[src/rtl/instr_sequencer.sv]
// Instruction fetch and phase sequencer.
// Reads a small program store at the address supplied by the program counter
// and steps each instruction through FETCH, DECODE, EXECUTE and WRITEBACK,
// emitting one strobe per phase. Any new address restarts the sequence, so the
// block works with counter slots of any length without knowing that length.
module instr_sequencer #(
  parameter int ADDR_W  = 5,
  parameter int INSTR_W = 8,
  parameter int DEPTH   = 32
) (
  input  logic               clk,
  input  logic               rst,
  input  logic [ADDR_W-1:0]  address,
  input  logic               prog_we,
  input  logic [ADDR_W-1:0]  prog_addr,
  input  logic [INSTR_W-1:0] prog_data,
  output logic [INSTR_W-1:0] instr,
  output logic [2:0]         opcode,
  output logic [1:0]         rd,
  output logic [1:0]         rs,
  output logic               mode,
  output logic [2:0]         phase,
  output logic               rf_re,
  output logic               alu_en,
  output logic               rf_we,
  output logic               wb_lost,
  output logic               halt
);

  typedef enum logic [2:0] {
    FETCH     = 3'd0,
    DECODE    = 3'd1,
    EXECUTE   = 3'd2,
    WRITEBACK = 3'd3,
    WAIT      = 3'd4,
    HALTED    = 3'd5
  } state_t;

  localparam logic [2:0] OP_NOP  = 3'b000;
  localparam logic [2:0] OP_HALT = 3'b111;

  state_t              state;
  state_t              state_d;
  logic [ADDR_W-1:0]   addr_q;
  logic [INSTR_W-1:0]  store [DEPTH] = '{default: '0};
  logic                changed;
  logic                writing;
  logic                load_instr;
  logic                lost_d;

  // Fixed field layout of the 8-bit instruction word.
  assign opcode  = instr[7:5];
  assign rd      = instr[4:3];
  assign rs      = instr[2:1];
  assign mode    = instr[0];
  assign phase   = state;

  // Every opcode other than NOP and HALT reads, computes and writes back.
  assign writing = (opcode != OP_NOP) && (opcode != OP_HALT);
  assign changed = (address != addr_q);

  // Program store write port; independent of reset and of the halted state.
  // Reads happen on the same edge, so a colliding fetch sees the old word.
  always_ff @(posedge clk) begin
    if (prog_we)
      store[prog_addr] <= prog_data;
  end

  // Next-state, restart and strobe decode; an address change overrides
  // every normal transition, but nothing leaves HALTED except reset.
  always_comb begin
    state_d    = state;
    load_instr = 1'b0;
    lost_d     = 1'b0;
    rf_re      = 1'b0;
    alu_en     = 1'b0;
    rf_we      = 1'b0;

    if (state == HALTED) begin
      state_d = HALTED;
    end else if (changed) begin
      state_d = FETCH;
      lost_d  = (state == EXECUTE) && writing;
    end else begin
      unique case (state)
        FETCH: begin
          state_d    = DECODE;
          load_instr = 1'b1;
        end
        DECODE:    state_d = EXECUTE;
        EXECUTE:   state_d = (opcode == OP_HALT) ? HALTED : WRITEBACK;
        WRITEBACK: state_d = WAIT;
        WAIT:      state_d = WAIT;
        default:   state_d = FETCH;
      endcase
    end

    rf_re  = (state == DECODE)    && writing;
    alu_en = (state == EXECUTE)   && writing;
    rf_we  = (state == WRITEBACK) && writing;
  end

  // State, accepted address, instruction latch and flag registers.
  always_ff @(posedge clk) begin
    if (!rst) begin
      state   <= FETCH;
      addr_q  <= '0;
      instr   <= '0;
      wb_lost <= 1'b0;
      halt    <= 1'b0;
    end else begin
      state   <= state_d;
      wb_lost <= lost_d;
      if (state != HALTED && changed)
        addr_q <= address;
      if (load_instr)
        instr <= store[address];
      if (state_d == HALTED)
        halt <= 1'b1;
    end
  end

endmodule

[config.mk]
export PLATFORM = sky130hd
export DESIGN_NAME = instr_sequencer
export DESIGN_NICKNAME = d
export VERILOG_FILES = /design/src/rtl/instr_sequencer.sv
export SDC_FILE = /design/constraint.sdc
export NUM_CORES = 1
export LEC_CHECK = 0
export BUFFER_PORTS_ARGS = -buffer_cell sky130_fd_sc_hd__clkbuf_2
export CORE_ASPECT_RATIO = 1.5
export CORE_MARGIN = 5
export CORE_UTILIZATION = 40
export CTS_CLUSTER_DIAMETER = 120
export CTS_CLUSTER_SIZE = 30
export DETAILED_ROUTE_END_ITERATION = 16
export MAX_ROUTING_LAYER = met4
export SETUP_SLACK_MARGIN = 0.3
export SLEW_MARGIN = 20
export SYNTH_ARGS = -nofsm -noshare
export SYNTH_HDL_FRONTEND = slang
export SYNTH_SLANG_ARGS = --single-unit
[constraint.sdc]
create_clock -name clk -period 1.9 [get_ports clk]
set_clock_uncertainty 0.15 [all_clocks]
set_input_delay 0.095 -clock clk [delete_from_list [all_inputs] [get_ports clk]]
set_output_delay 0.095 -clock clk [all_outputs]
set_load 0.1 [all_outputs]
==> flow_summary.yaml, run 1 <==
yosys:
  post_synth_instance_area_sq_um: 10840
  synthMuxAreaShare: 0.1390
  synth_edf_count: 256
  synth_xor_area_frac: 0.004850
  avgSynthCellArea_sq_um: 18.49
  synth_cells: 586
  synthArstFlopShare: 0
  ys.flop_type: "edfxtp_1"
  synth_compound_area_frac: 0.04700
  synth_nets: 607
  synthAdderAreaFrac: 0
  ys_seq_area_frac: 0.7427
  synth.distinct_cells: 46
  ys_warn_count: 0
  synth_top_family_by_area: "multiplexers"
  synth-simple-area-share: 0.04319
  yosys_register_bits: 274
timing:
  hold_viol_final: 0
  slew_violations: 0
  rsz0062_at_grt: "true"
  fin_tns_setup_ns: -0.009582
  clock.fmax_mhz: 523.7
  holdWs_ns: 0.02718
  setup_ws_ns: -0.009582
  finalCritPeriodShare: 1.005
  maxSlewHeadroom: 0.4814
  worstMarginPinSlew_ns: 0.7779
  final-setup-viol-count: 1
  period_needed_ns: 1.910
critical_path:
  required_ns: 1.65
  startpoint_type: "register"
  reg2reg_depth: 4
  worstReg2RegStart: "store[20][5]"
  cp_max_fo: 5
  r2r_setup_slack_ns: 0.06
  slowest_stage: "dfxtp_4"
  arrival_ns: 1.66
  max_stage_delay_ns: 0.41
  cp_cell_sequence: "or3_4 -> nand2_4 -> nor4_4 -> buf_12"
  worstSetupEndpointType: "output port"
  crit_type: "register to output port"
  worst_r2r_endpoint: "instr[5]"
global_route:
  grt_pass1_wl_mm: 37.69
  grt_pass1_vias: 6126
  grt_remaining_overflow: 0
  track_usage: 0.1713
  grt_max_degree: 33
  antenna_found_initial: 0
detailed_routing:
  final_antenna_net_count: 0
  post_drt_wl_per_cell_microns: 23.85
  vias_per_cell: 5.555
  firstDrtPassIters: 4
  vias: 5860
  drt-initial-drc-count: 568
  drc: 0
  wirelength_mm: 25.16
clock_network:
  htree_levels: 1
  cts_sinks: 274
  clock_path_buffers: 3
  clkTransAtPathRegs_ns: 0.12
  clkLatencyLatePin_ns: 0.49
  cts_root_buf: "clkbuf_16"
  cts_tree: "built"
  cts_made_buffers: 13
placement:
  io_buffers: 44
  gp_congestion: 0.8638
  dp_slack_ns: -0.3251
  place_inst: 1027
  hpwl_mm: 17.41
  place_area_sq_um: 12230
final_layout:
  final_cell_area_sq_um: 12920
  post_route_cells_drive_above_1_share: 0.3691
  instances_no_fill: 1055
  num_antenna_cells: 0
  num-nets-final: 733
  syn_to_final_growth_pct: 19.28
  final_cell_mix: "edfxtp_1, buf_4, mux2i_1"
  final_common_cell: "edfxtp_1"
run_status:
  violations: "negative setup slack"
  status: "finished with violations"
worst_hold_path:
  hold_start: "address[2]"
  min_path_type: "primary input to register"
  holdPathStages: 4
  hold_end: "addr_q[2]"
job:
  drv_cap: 0
floorplanning:
  core_region_area_sq_um: 26670
  ios: 45
  dieArea_sq_um: 30550
  die_w_microns: 144.4
  initial_core_util: 0.4063
  fp.dieH_microns: 211.6
  fp-row-count: 73
power:
  peakVddDrop_mv: 0.4989
  power_density_nw_per_um2: 827.4
  leakagePower_nw: 4.350
[flip-flops by register name, summed over array words and instances (netlist names)]
register,cells
phase,3
store,256
wb_lost,1
addr_q,5
halt,1
instr,8
[report_power, final]
group | internal (mW) | switching [mW] | total, mW
registers | 6.66 | 0.0251 | 6.68
clock network | 1.33 | 1.76 | 3.10
logic | 0.366 | 0.551 | 0.917
[routing by layer]
| layer | vias to the layer above | routed length, microns | track usage |
|---|---|---|---|
| met5 | - | 0 | - |
| met4 | 0 | 892 | 0.05826 |
| met3 | 37 | 1050 | 0.01650 |
| met2 | 178 | 13970 | 0.3115 |
| met1 | 3044 | 9250 | 0.1958 |
| li1 | 2601 | - | - |
[cell families after synthesis]
group	after synthesis
buffers and inverters	43
AO/OA/AOI/OAI	71
AND/OR/NAND/NOR	99
multiplexers	93
flip-flops	274
XOR/XNOR	6
[critical path, delay by kind of cell (launching register included)]
family | cells | cell delay [ns]
and+or+nand+nor | 3 | 0.55
DFF | 1 | 0.41
buffers and inverters | 1 | 0.22
[worst max-delay path by stage]
stage	start	endpoint	cells past startpoint
after floorplan	instr[6]	wb_lost	4
after global placement	address[1]	instr[3]	7
after detailed placement	address[1]	instr[3]	7
after CTS	instr[6]	alu_en	4
after global routing	store[31][6]	instr[6]	6
final	instr[7]	alu_en	4
[cells in the mapped netlist, types with 5 or more instances]
master	count	area (sq um)
and2_1	6	37.54
dfxtp_1	18	360.4
nand3_1	9	45.04
mux2i_1	47	470.5
mux4_2	46	1036
nand2_1	18	67.56
nand3b_1	5	37.54
a211oi_1	6	45.04
edfxtp_1	256	7687
o21ai_1	9	45.04
buf_4	12	90.09
buf_2	8	40.04
nor2_1	45	168.9
a22oi_1	9	67.56
clkbuf_1	12	45.04
a221oi_1	19	166.4
xor2_1	5	43.79
a21oi_1	12	60.06
[per-stage QoR]
| stage | power [mW] | utilization |
|---|---|---|
| floorplan | 7.291 | - |
| finish | 10.69 | 0.4846 |
| detailed placement | 7.688 | 0.4587 |
| CTS | 10.76 | 0.4811 |
| global route | 11.05 | 0.4846 |
| global placement | 7.668 | 0.4587 |
[layout make-up]
cell class | count | area, sq um
multi-input cells | 269 | 2778
inverters | 5 | 18.77
fillers | 2204 | 13750
clock inverters | 1 | 30.03
clock buffers | 20 | 351.6
well taps | 337 | 421.7
repair buffers | 149 | 1247
flip-flops and latches | 274 | 8078
[timing repair]
action | 4_1_cts | 5_1_grt
hold endpoints to repair | 15 | 0
pin swaps | 17 | 7
setup buffers | 3 | 0
gates resized for setup | 36 | 22
setup endpoints to repair | 17 | 51
hold buffers | 4 | 0
No activity file was read; power rests on OpenSTA's default activity.
==> run 2, diff against run 1 <==
- CAP_MARGIN: not set -> 20
- CORE_UTILIZATION: 40 -> 55
- PLACE_DENSITY: not set -> 0.75
==> run 2 against run 1 <==
Effect of this change:
- the run still ends with negative setup slack left
- sequential power hardly changed
- combinational power increased by 0.5%
- fmax decreased by 2.4%
- routed wire length decreased by 1.5%
- critical path type unchanged
- critical endpoint unchanged
- largest cell class unchanged
==> flow_summary.yaml, run 2 (synthesized netlist as in run 1, its figures left out) <==
timing:
  fin_tns_setup_ns: -0.06489
  holdWs_ns: 0.02445
  final-setup-viol-count: 2
  hold_viol_final: 0
  worstMarginPinSlew_ns: 0.7637
  finalCritPeriodShare: 1.030
  maxSlewHeadroom: 0.4909
  clock.fmax_mhz: 511.0
  rsz0062_at_grt: "true"
  slew_violations: 0
  setup_ws_ns: -0.05679
  period_needed_ns: 1.957
floorplanning:
  dieArea_sq_um: 22670
  ios: 45
  fp.dieH_microns: 181.9
  initial_core_util: 0.5520
  fp-row-count: 63
  die_w_microns: 124.6
  core_region_area_sq_um: 19630
final_layout:
  fill_cells: 1263
  regMostFlops: "store"
  reg_top3: "store: 256 flops, instr: 8 flops, addr_q: 5 flops"
  num-nets-final: 736
  num_antenna_cells: 0
  instances_no_fill: 982
  final_util: 0.6564
  final_common_cell: "edfxtp_1"
  final_cell_mix: "edfxtp_1, buf_4, mux4_2"
  largest_reg_flops: 256
  syn_to_final_growth_pct: 18.90
  post_route_cells_drive_above_1_share: 0.3795
worst_hold_path:
  min_path_type: "primary input to register"
  hold_start: "address[2]"
  holdPathStages: 4
  hold_end: "addr_q[2]"
global_route:
  antenna_found_initial: 0
  grt_pass1_vias: 6268
  track_usage: 0.2278
  grt_remaining_overflow: 0
  grt_pass1_wl_mm: 37.79
  grt_max_degree: 33
power:
  leakagePower_nw: 4.387
  peakVddDrop_mv: 0.4708
  power_density_nw_per_um2: 831.2
critical_path:
  required_ns: 1.65
  worstReg2RegStart: "store[23][7]"
  slowest_stage: "dfxtp_4"
  arrival_ns: 1.71
  worstSetupEndpointType: "output port"
  worstSetupStartpoint: "instr[7]"
  cp_max_fo: 4
  max_stage_delay_ns: 0.39
  cp_cell_sequence: "or3_4 -> nand2_4 -> nor4_4 -> buf_12"
  critPathTopFamily: "simple AND/OR/NAND/NOR gates"
  crit_type: "register to output port"
  startpoint_type: "register"
  worst_r2r_endpoint: "instr[7]"
  r2r_setup_slack_ns: 0.04
  reg2reg_depth: 4
  worstPathBufferInverterCount: 1
placement:
  place_inst: 949
  gp_congestion: 0.9012
  hpwl_mm: 16.80
  io_buffers: 44
clock_network:
  cts_sinks: 274
  cts_made_buffers: 13
  clkLatencyLatePin_ns: 0.51
  clock_path_buffers: 3
  htree_levels: 1
  cts_tree: "built"
  clkTransAtPathRegs_ns: 0.12
  cts_root_buf: "clkbuf_16"
detailed_routing:
  vias: 6000
  firstDrtPassIters: 6
  final_antenna_net_count: 0
  drc: 0
  post_drt_wl_per_cell_microns: 25.24
  drt-initial-drc-count: 571
  wirelength_mm: 24.78
  vias_per_cell: 6.110
job:
  drv_cap: 0
run_status:
  status: "finished with violations"
  violations: "negative setup slack"
==> run 2: worst reg2reg max path, delay by kind of cell, from the launching register on <==
family | cells | cell delay (ns)
compound gates | 2 | 0.20
mux | 2 | 1.04
flops | 1 | 0.38
==> run 2: timing repair <==
| item | CTS | global route |
|---|---|---|
| endpoints found under the setup margin | 21 | 26 |
| setup buffers | 3 | 3 |
| gates resized for setup | 38 | 38 |
| endpoints found under the hold margin | 13 | 0 |
| hold buffers | 5 | 0 |
| pin swaps | 17 | 11 |
==> run 2: per-layer routing <==
layer,up-vias,global-route usage,share of wire
met5,-,-,0
met4,0,0.09609,0.043
met3,64,0.02501,0.051
met2,253,0.3973,0.54
met1,3071,0.2705,0.36
li1,2612,-,-
==> run 2: where the power goes <==
| group | internal (mW) | leakage, nW | total [mW] | switching [mW] |
|---|---|---|---|---|
| Combinational | 0.372 | 1.74 | 0.922 | 0.551 |
| Sequential | 6.66 | 2.46 | 6.68 | 0.0267 |
| Clock | 1.34 | 0.184 | 3.10 | 1.76 |
| Total | 8.37 | 4.39 | 10.7 | 2.34 |
==> run 2: layout make-up <==
class	instances	area, sq um	area share
Tap cell	260	325.3	0.02525
Multi-Input combinational cell	269	2811	0.2182
Clock inverter	2	38.79	0.003011
Clock buffer	20	351.6	0.02729
Timing Repair Buffer	152	1257	0.09760
Inverter	5	18.77	0.001457
Sequential cell	274	8080	0.6272
==> run 2: per-stage QoR <==
step	worst slack (ns)	area, sq um	power, mW
2_1_floorplan	-0.5508	11010	7.291
3_3_place_gp	-0.2074	12120	7.639
3_5_place_dp	-0.2468	12120	7.665
4_1_cts	-0.04559	12750	10.74
5_1_grt	-0.08045	12880	11.04
6_report	-0.05679	12880	10.71
==> run 2: worst max-delay path by stage <==
| stage | end | depth (start not counted) | slack, ns |
|---|---|---|---|
| CTS | alu_en | 4 | -0.05 |
| global placement | instr[2] | 8 | -0.21 |
| finish | alu_en | 4 | -0.06 |
| floorplan | wb_lost | 4 | -0.55 |
| global route | alu_en | 4 | -0.08 |
| detailed placement | instr[2] | 8 | -0.25 |
==> run 3, diff against run 2 <==
- BUFFER_PORTS_ARGS: -buffer_cell sky130_fd_sc_hd__clkbuf_2 -> -buffer_cell sky130_fd_sc_hd__buf_2
- CORE_UTILIZATION: 55 -> 61
- PLACE_DENSITY: 0.75 -> 0.79
- clock period: 1.9 -> 2.2 ns (I/O delays scaled with it)
==> run 3 against run 2 <==
Effect of this change:
- the run now ends clean
- routed wire length shrank 1.6%
- global-route usage is 1.8 points higher
- cell area is 3.9% lower
- sequential share of layout area up 2.4 points
- core utilization increased by 5.4 points
- critical path depth is the same
- combinational power fell by 21%
- non-clock buffer count shrank 21
- sequential cell count unchanged
- count of clock-buffer cells in the layout is the same
- register-to-register slack gained 0.31 ns
- clock power shrank 13%
- largest cell class unchanged
==> flow_summary.yaml, run 3 (synthesized netlist as in run 1, its figures left out) <==
detailed_routing:
  vias: 5980
  wirelength_mm: 24.39
  post_drt_wl_per_cell_microns: 26.69
  vias_per_cell: 6.543
  drc: 0
  final_antenna_net_count: 0
  drt-initial-drc-count: 712
  firstDrtPassIters: 5
clock_network:
  htree_levels: 1
  cts_sinks: 274
  cts_root_buf: "clkbuf_16"
  clkLatencyLatePin_ns: 0.50
  cts_made_buffers: 13
  cts_tree: "built"
  clkTransAtPathRegs_ns: 0.11
  clock_path_buffers: 3
critical_path:
  max_stage_delay_ns: 0.40
  startpoint_type: "register"
  required_ns: 1.94
  worstSetupStartpoint: "instr[7]"
  reg2reg_depth: 4
  crit_type: "register to output port"
  setup.worst_path.end: "alu_en"
  slowest_stage: "dfxtp_4"
  arrival_ns: 1.70
  worstReg2RegStart: "store[23][4]"
  worst_r2r_endpoint: "instr[4]"
  cp_cell_sequence: "or3_4 -> nand2_8 -> nor4_4 -> buf_6"
  cp_max_fo: 5
  worstSetupEndpointType: "output port"
  r2r_setup_slack_ns: 0.35
global_route:
  grt_max_degree: 33
  grt_remaining_overflow: 0
  grt_pass1_vias: 6122
  antenna_found_initial: 0
  grt_pass1_wl_mm: 36.61
  track_usage: 0.2455
power:
  power.switching_mw: 1.999
  peakVddDrop_mv: 0.7356
  swShare: 0.2178
  power_frac_comb: 0.079
  p_clk_frac: 0.292
  power_density_nw_per_um2: 741.4
  p_int_mw: 7.182
  leakagePower_nw: 4.228
  p_seq_frac: 0.628
floorplanning:
  initial_core_util: 0.6219
  die_w_microns: 118.8
  ios: 45
  dieArea_sq_um: 20580
  fp-row-count: 59
  core_region_area_sq_um: 17420
  fp.dieH_microns: 173.2
final_layout:
  final_cell_area_sq_um: 12380
  num-nets-final: 715
  post_route_cells_drive_above_1_share: 0.3010
  final_cell_mix: "edfxtp_1, buf_4, mux2i_1, mux4_2, nor2_1"
  syn_to_final_growth_pct: 14.30
  instances_no_fill: 914
  largest_reg_flops: 256
  final_util: 0.7109
  regMostFlops: "store"
  num_antenna_cells: 0
  final_common_cell: "edfxtp_1"
  fill_cells: 1021
  reg_top3: "store: 256 flops, instr: 8 flops, addr_q: 5 flops"
job:
  drv_cap: 0
timing:
  maxSlewHeadroom: 0.5411
  worstMarginPinSlew_ns: 0.6883
  setup_ws_ns: 0.2445
  period_needed_ns: 1.955
  holdWs_ns: 0.01167
  finalCritPeriodShare: 0.8889
  rsz0062_at_grt: "true"
  final-setup-viol-count: 0
  clock.fmax_mhz: 511.4
  hold_viol_final: 0
  slew_violations: 0
placement:
  dp_slack_ns: -0.1333
  hpwl_mm: 16.24
  place_area_sq_um: 11790
  place_inst: 880
  gp_congestion: 0.9100
  io_buffers: 44
worst_hold_path:
  min_path_type: "primary input to register"
run_status:
  status: "complete, no violations"
run 3: cell count changes in the layout (fill, tap and decap cells not counted), moves of 4 or more:
cell	before	now
a22oi_1	3	9
a22oi_2	6	0
buf_2	6	40
buf_4	97	77
buf_6	5	1
clkbuf_2	24	0
dfxtp_1	4	12
dfxtp_2	8	0
nor2_1	34	43
nor2_2	10	2
run 3: worst max-delay path, delay by kind of cell, from the launching register on:
family | cells | cell delay (ns)
flops | 1 | 0.40
simple gates | 3 | 0.52
buf+inv | 1 | 0.27
run 3: timing repair:
item / CTS / global route
hold buffers: 6 / 0
resized for setup: 14 / 8
buffers inserted: 4 / 2
hold endpoints to repair: 45 / 0
endpoints found under the setup margin: 9 / 9
pin swaps: 2 / 3
run 3: final cells by class:
type                    count  area, sq um  area share
flip-flops and latches    274         8070      0.6516
multi-input cells         269         2649      0.2139
repair buffers            131        989.7     0.07991
clock buffers              20        351.6     0.02839
well taps                 213        266.5     0.02152
clock inverters             2        38.79    0.003132
inverters                   5        18.77    0.001515
run 3: how the worst min path moves through the flow:
stage / startpoint / to / cells after the start
CTS: prog_data[5] / store[31][5] / 1
global route: prog_data[6] / store[29][6] / 1
detailed placement: rst / halt / 2
floorplan: prog_data[0] / store[0][0] / 0
finish: prog_data[6] / store[29][6] / 1
global placement: rst / halt / 2
run 3: metal layers:
layer | track usage | vias up | part of all wire
met4 | 0.1054 | 0 | 0.046
met5 | - | - | 0
li1 | - | 2571 | -
met2 | 0.4237 | 298 | 0.53
met1 | 0.2933 | 3049 | 0.35
met3 | 0.02808 | 62 | 0.073
run 3: power by group through the flow:
stage / sequential, mW / combinational [mW] / clock [mW]
5_1_grt: 5.77 / 0.763 / 2.95
3_5_place_dp: 5.89 / 0.696 / 0
4_1_cts: 5.77 / 0.712 / 2.72
6_report: 5.77 / 0.727 / 2.69
3_3_place_gp: 5.88 / 0.674 / 0
2_1_floorplan: 5.91 / 0.370 / 0
run 3: per-stage QoR:
| step | power (mW) | setup TNS (ns) |
|---|---|---|
| floorplan | 6.277 | -0.2508 |
| global placement | 6.557 | -0.1878 |
| detailed placement | 6.583 | -0.3685 |
| CTS | 9.200 | 0 |
| global route | 9.484 | 0 |
| finish | 9.182 | 0 |
